**src/rtl/sprite_frame_sequencer_pkg.sv**
```systemverilog
// Shared encodings for the sprite frame sequencer and other slow_clk consumers.
package sprite_frame_sequencer_pkg;
  localparam int DEF_IDX_W       = 4;
  localparam int DEF_FRAME_WORDS = 256;

  localparam logic [1:0] MODE_LOOP     = 2'b00;
  localparam logic [1:0] MODE_PINGPONG = 2'b01;
  localparam logic [1:0] MODE_ONESHOT  = 2'b10;

  localparam logic [1:0] ST_IDLE = 2'd0;
  localparam logic [1:0] ST_FWD  = 2'd1;
  localparam logic [1:0] ST_REV  = 2'd2;
endpackage

```
**src/rtl/rise_detect.sv**
```systemverilog
// Registered rising-edge detector: one-cycle pulse per rising edge of a clk-synchronous level.
module rise_detect (
  input  logic clk,
  input  logic rst,
  input  logic sig_i,
  output logic rise_o
);
  logic sig_q;

  always_ff @(posedge clk) begin
    if (rst) sig_q <= 1'b0;
    else     sig_q <= sig_i;
  end

  assign rise_o = sig_i & ~sig_q;
endmodule

```
**src/rtl/sprite_frame_sequencer.sv**
```systemverilog
// Steps a sprite animation on each slow_clk rising edge; the renderer-visible frame
// index and ROM base are only updated during vertical blanking to avoid tearing.
module sprite_frame_sequencer
  import sprite_frame_sequencer_pkg::*;
#(
  parameter int IDX_W       = DEF_IDX_W,
  parameter int FRAME_WORDS = DEF_FRAME_WORDS,
  parameter int ADDR_W      = 12,
  parameter int HOLD_W      = 4
) (
  input  logic              clk,
  input  logic              rst,
  input  logic              slow_clk,
  input  logic              vblank,
  input  logic              play,
  input  logic              stop,
  input  logic [1:0]        mode,
  input  logic [IDX_W-1:0]  first_frame,
  input  logic [IDX_W-1:0]  last_frame,
  input  logic [HOLD_W-1:0] hold,
  output logic [IDX_W-1:0]  frame_idx,
  output logic [ADDR_W-1:0] frame_base,
  output logic              busy,
  output logic              done
);
  localparam int SH = $clog2(FRAME_WORDS);

  logic              tick;
  logic [1:0]        state_q, state_d;
  logic [1:0]        mode_q, mode_d;
  logic [IDX_W-1:0]  first_q, first_d, last_q, last_d, next_q, next_d;
  logic [HOLD_W-1:0] hold_q, hold_d, hold_cnt_q, hold_cnt_d;
  logic              done_q, done_d;
  logic [IDX_W-1:0]  frame_idx_q;
  logic [ADDR_W-1:0] frame_base_q, base_d;

  rise_detect u_rise (
    .clk    (clk),
    .rst    (rst),
    .sig_i  (slow_clk),
    .rise_o (tick)
  );

  always_comb begin
    state_d    = state_q;
    mode_d     = mode_q;
    first_d    = first_q;
    last_d     = last_q;
    hold_d     = hold_q;
    next_d     = next_q;
    hold_cnt_d = hold_cnt_q;
    done_d     = 1'b0;
    if (stop) begin
      state_d = ST_IDLE;
    end else begin
      case (state_q)
        ST_IDLE: begin
          if (play) begin
            // Reserved mode 11 collapses to LOOP at latch time.
            mode_d     = (mode == 2'b11) ? MODE_LOOP : mode;
            first_d    = first_frame;
            last_d     = (first_frame > last_frame) ? first_frame : last_frame;
            hold_d     = hold;
            next_d     = first_frame;
            hold_cnt_d = '0;
            state_d    = ST_FWD;
          end
        end
        ST_FWD, ST_REV: begin
          if (tick) begin
            if (hold_cnt_q < hold_q) begin
              hold_cnt_d = hold_cnt_q + 1'b1;
            end else begin
              hold_cnt_d = '0;
              case (mode_q)
                MODE_PINGPONG: begin
                  if (state_q == ST_FWD) begin
                    if (next_q == last_q) begin
                      if (first_q != last_q) begin
                        next_d  = next_q - 1'b1;
                        state_d = ST_REV;
                      end
                    end else begin
                      next_d = next_q + 1'b1;
                    end
                  end else begin
                    if (next_q == first_q) begin
                      if (first_q != last_q) begin
                        next_d  = next_q + 1'b1;
                        state_d = ST_FWD;
                      end
                    end else begin
                      next_d = next_q - 1'b1;
                    end
                  end
                end
                MODE_ONESHOT: begin
                  if (next_q == last_q) begin
                    state_d = ST_IDLE;
                    done_d  = 1'b1;
                  end else begin
                    next_d = next_q + 1'b1;
                  end
                end
                default: next_d = (next_q == last_q) ? first_q : next_q + 1'b1;
              endcase
            end
          end
        end
        default: state_d = ST_IDLE;
      endcase
    end
  end

  assign base_d = ADDR_W'(next_q) << SH;

  always_ff @(posedge clk) begin
    if (rst) begin
      state_q      <= ST_IDLE;
      mode_q       <= MODE_LOOP;
      first_q      <= '0;
      last_q       <= '0;
      hold_q       <= '0;
      next_q       <= '0;
      hold_cnt_q   <= '0;
      done_q       <= 1'b0;
      frame_idx_q  <= '0;
      frame_base_q <= '0;
    end else begin
      state_q    <= state_d;
      mode_q     <= mode_d;
      first_q    <= first_d;
      last_q     <= last_d;
      hold_q     <= hold_d;
      next_q     <= next_d;
      hold_cnt_q <= hold_cnt_d;
      done_q     <= done_d;
      if (vblank) begin
        frame_idx_q  <= next_q;
        frame_base_q <= base_d;
      end
    end
  end

  assign frame_idx  = frame_idx_q;
  assign frame_base = frame_base_q;
  assign busy       = (state_q == ST_FWD) || (state_q == ST_REV);
  assign done       = done_q;
endmodule

```
**config.mk**
```make
export PLATFORM = sky130hd
export DESIGN_NAME = sprite_frame_sequencer
export DESIGN_NICKNAME = d
export VERILOG_FILES = /design/src/rtl/sprite_frame_sequencer_pkg.sv /design/src/rtl/rise_detect.sv /design/src/rtl/sprite_frame_sequencer.sv
export SDC_FILE = /design/constraint.sdc
export NUM_CORES = 1
export LEC_CHECK = 0
export ABC_CLOCK_PERIOD_IN_PS = 3300
export BUFFER_PORTS_ARGS = -buffer_cell sky130_fd_sc_hd__buf_2
export CAP_MARGIN = 5
export CORE_UTILIZATION = 50
export CTS_BUF_LIST = sky130_fd_sc_hd__clkbuf_4 sky130_fd_sc_hd__clkbuf_8
export DETAILED_ROUTE_END_ITERATION = 10
export GPL_TIMING_DRIVEN = 0
export HOLD_SLACK_MARGIN = 0.06
export MAX_ROUTING_LAYER = met4
export PLACE_DENSITY = 0.73
export SYNTH_ARGS = -nofsm -noshare
export SYNTH_HDL_FRONTEND = slang
export SYNTH_SLANG_ARGS = --single-unit
export TNS_END_PERCENT = 30
```
**constraint.sdc**
```tcl
create_clock -name clk -period 3.3 [get_ports clk]
set_clock_uncertainty 0.1 [all_clocks]
set_input_delay 0.33 -clock clk [delete_from_list [all_inputs] [get_ports clk]]
set_output_delay 0.33 -clock clk [all_outputs]
set_load 0.005 [all_outputs]
```
# Word-level counts from Yosys, hierarchy flattened
# Cells that the tools add are included.
# word_totals
output_inout_bits	18
regBits	30
elab_cells	80
# classes
order_cmp	2
bitwise_logic	6
reduce_logical	10
addsub	3
muxes	30
n_eq_ne	19
# ops
cell	count
$mux 4	14
$pmux 4 s2	3
$mux 2	10
$reduce_and 8->1	2
$ne 5x5->1 const B	2
$ne 3x3->1 const B	3
$add 4x1->4 const B	2
$eq 4x4->1	2
$ne 4x4->1 const B	2
$pmux 2 s2	2
$eq 2x2->1 const B	3
$ne 2x2->1 const B	3
$reduce_or 6->1	1
$not 1->1	5
$eq 2x1->1 const B	2
$gt 4x4->1	1
$lt 4x4->1	1
$ne 4x4->1	1
$reduce_and 4->1	1
$reduce_or 2->1	2
$sub 4x1->4 const B	1
$ne 3x2->1 const B	1
$reduce_and 3->1	1
$logic_not 2->1	1
other kinds (4)	4

# Logic depth before layout (Yosys ltp)
# logic_depth
word_depth	8
mapped_depth	8
ltp_nobuf	8

# By module
# A second synthesis with hierarchy kept.
# hier_totals
cells_unflattened	260
area_unflattened_um2	2165.8
# by_module_without_submodules
mod	area_per_inst_um2	seq_area_each_um2	cells_each	instances
sprite_frame_sequencer	2118.3	580.6	257	1
rise_detect	47.5	20.0	3	1

# Least setup slack after synthesis
# Ideal clock, no wire load.
# synth_path
kind	flip-flop to flip-flop
startpoint	reg next_q[1]
endpoint	reg next_q[2]
setup_slack_ps	962
arrival_time_ps	2137
path_buffers	2
setup_ps	101
stages_incl_launch_ff	9
period_less_slack_ps	2338
path_cell_list	dfxtp_1 > buf_2 > xor2_1 > or4_1 > buf_2 > a22o_4 > mux2i_1 > o2111a_1 > o41ai_1
# synth_between
elab_chain_len	8
elab_cells_between_ends	19
classes_between	2 x add/sub; 5 x eq/ne; 11 x mux; 1 x reduce/logical
# synth_rtl
item	line	source
start: declaration	sprite_frame_sequencer.sv:31	logic [IDX_W-1:0] first_q, first_d, last_q, last_d, next_q, next_d;
start signal: assignment	sprite_frame_sequencer.sv:135	next_q <= next_d;
$add 4x1->4 or $sub 4x1->4 (tied branches)	-	
$mux 4 (on tied branches)	sprite_frame_sequencer.sv:88, sprite_frame_sequencer.sv:79	
$mux 4 (on tied branches)	sprite_frame_sequencer.sv:87, sprite_frame_sequencer.sv:78	
$mux 4	sprite_frame_sequencer.sv:77	if (state_q == ST_FWD) begin
$pmux 4 s2	sprite_frame_sequencer.sv:75	case (mode_q)
$mux 4	sprite_frame_sequencer.sv:71	if (hold_cnt_q < hold_q) begin
$mux 4	sprite_frame_sequencer.sv:70	if (tick) begin
$pmux 4 s2	sprite_frame_sequencer.sv:56	case (state_q)
# Several ways; a longest one is shown, not always the timed one. The select of a mux whose other input is x is not followed.
# A chain may end at the register's enable or synchronous reset.

# Worst setup path in the final report
# layout_path
startpoint	reg next_q[1]
endpoint	reg next_q[1]
# The elaborated chain is that of the path after synthesis.

==> run metrics <==
status=finished with violations; failing checks=design-rule violations; Die Width=66.5 um; Tightest Pin Transition=0.712 ns; post-detail-place hpwl=3420 um; Post-Syn Instances=257; cts hold-fix bufs=0; EDFF count, synth=0; Ant. Diodes=0; share of layout cells above drive strength 1=20.0%; Top delay family on crit path=compound AO/OA/AOI/OAI gates; final core occ=60.6%; Top cell by count, worst path=buf_2; Clk Latency, worst-skew pair=0.28 ns; CTS max path bufs=2; asr flop ratio synth=0%; global route overflow=0; Detailed Routing Iterations Pass 1=7; CP bufs+invs=2; RSZ-0062 raised after global routing=no; initial antenna violation count=0; Iter 0 DRT Violations=181; DIE HEIGHT=66.5 um; slowest cell on the critical path=or4_1; min-delay worst type=primary input to flop; WP data arrival=2.58 ns; Worst EP required=3.35 ns; fin area=2420 um2; Crit Path Class=flop to flop; fin. max-slew vios=0; crit end category=flop; Initial Util=52.0%; post-synthesis register bit count=30; I/O pins=38; cell row count=23; Rel. slew slack=52.1%; Final GP Congestion=0.887; fmax=395 MHz; post-synthesis sequential area ratio=28.9%; clk slew on worst S/H paths=0.06 ns; DP Area=2310 um2; htree depth=2; crit-path max FO=6; crit share post-route=76.8%; Nets=334; final hold violation count=0; clock sinks=30; CTS tree=yes; core area=4000 um2; largest net degree at the start of global routing=11; Routed WL per cell=12.9 um; first-pass GRT wire length=7540 um; final setup vio count=0; # DRC=2; clock buffer count from CTS=5; Yosys cell types=49; critical path's largest stage delay=0.50 ns; Final min period=2.53 ns; vias in the first global route=1,618; worst-path cell chain=buf_2, xor2_1, or4_1, buf_2, a22o_4, a21o_1, a311oi_1, o32ai_1; LEAKAGE=1.14 nW; mapped cell area=2080 um2; Die ar.=4420 um2; post_cts resized=0; Max Cap Viol=0; via count=1,877; CTS root buf=clkbuf_8; power per cell area=432 nW/um2; Fin Setup TNS=0 ns; Detail Route Antenna Nets=0; Post-CTS Setup Inserts=0; syn avg cell area=8.09 um2; Buffers on Ports=28; peak supply drop=0.305 mV; area growth from synthesis to layout=16.5%; Total Wirelength=4500 um; Top FF cell, synth=dfxtp_1; startpoint types=flop; synth warn=0; GRT Total Usage=23.0%; Vias/cell=5.36; final hold slack=0.174 ns
-- state kept, by name, indices dropped and copies added, names as in the netlist --
signal / flops
last_q: 4
hold_cnt_q: 4
hold_q: 4
u_rise.sig_q: 1
state_q: 2
mode_q: 2
done: 1
frame_idx: 4
next_q: 4
first_q: 4
-- layout make-up --
type | count | area [um2]
fill | 359 | 1580
multi-input combinational | 191 | 1280
sequential | 30 | 601
buffer | 27 | 160
timing repair buffer | 28 | 140
clock buffer | 6 | 76.3
tap | 50 | 62.6
inverter | 16 | 60.1
clock inverter | 2 | 37.5
-- synthesized netlist by cell type (4+ instances only) --
cell / count / share of area [%]
nand2_1: 31 / 5.6
dfxtp_1: 30 / 29
a21oi_1: 19 / 4.6
nor2_1: 17 / 3.1
inv_1: 16 / 2.9
ha_1: 15 / 9.0
mux2i_1: 13 / 6.3
xor2_1: 13 / 5.5
buf_4: 12 / 4.3
o21ai_0: 9 / 2.2
clkbuf_1: 8 / 1.4
nor2b_1: 6 / 1.8
nor3_1: 6 / 1.4
a211oi_1: 5 / 1.8
buf_2: 5 / 1.2
nand2b_1: 4 / 1.2
-- through the flow --
step	instances	setup WS, ns	power, mW
6_report	350	0.767	1.05
5_1_grt	350	0.610	1.09
4_1_cts	350	0.793	1.05
3_5_place_dp	342	0.809	0.671
3_3_place_gp	342	0.835	0.666
2_1_floorplan	264	0.962	0.605
-- placed cells by master (no fill, tap or decap), types with 4 or more instances in the layout --
cell type / instances
a211oi_1: 5
a21oi_1: 19
buf_2: 33
buf_4: 12
clkbuf_1: 8
clkbuf_8: 5
conb_1: 8
dfxtp_1: 30
ha_1: 15
inv_1: 16
mux2i_1: 13
nand2_1: 31
nand2b_1: 4
nor2_1: 17
nor2b_1: 6
nor3_1: 6
o21ai_0: 9
xor2_1: 13
-- worst register-to-register path: stages (launching register included) --
cell and delay, ns:
dfxtp_1 0.31, buf_2 0.16, xor2_1 0.19, or4_1 0.50, buf_2 0.17, a22o_4 0.29
a21o_1 0.18, a311oi_1 0.34, o32ai_1 0.15
-- path summary, 6_finish.rpt --
| check | start | to | slack, ns | cells after the start |
|---|---|---|---|---|
| max | next_q[1] | next_q[1] | 0.77 | 8 |
| min | slow_clk | u_rise.sig_q | 0.17 | 2 |
| max reg2reg | next_q[1] | next_q[1] | 0.77 | 8 |
| min reg2reg | hold_q[2] | hold_q[2] | 0.36 | 2 |
-- power by group --
part | internal (mW) | switching, mW
Clock | 0.233 | 0.147
Combinational | 0.117 | 0.155
Sequential | 0.380 | 0.0141
-- layer usage --
layer | part of all wire (%) | vias up | track usage [%] | wire length, um
li1 | - | 956 | - | -
met1 | 48 | 861 | 31.8 | 2170
met2 | 46 | 56 | 34.1 | 2080
met3 | 4.4 | 4 | 4.11 | 198
met4 | 0.96 | 0 | 6.91 | 43
met5 | 0 | - | - | 0
-- logic make-up after synthesis --
group / after synthesis / share of synthesized area [%]
simple gates: 85 / 20.3
compound gates: 53 / 17.4
buf+inv: 43 / 10.6
flops: 30 / 28.9
xor+xnor: 16 / 6.74
fa+ha+maj: 15 / 9.03
mux: 14 / 6.80
other cells: 1 / 0.180
Note: power is estimated with default switching activity, not from simulation.
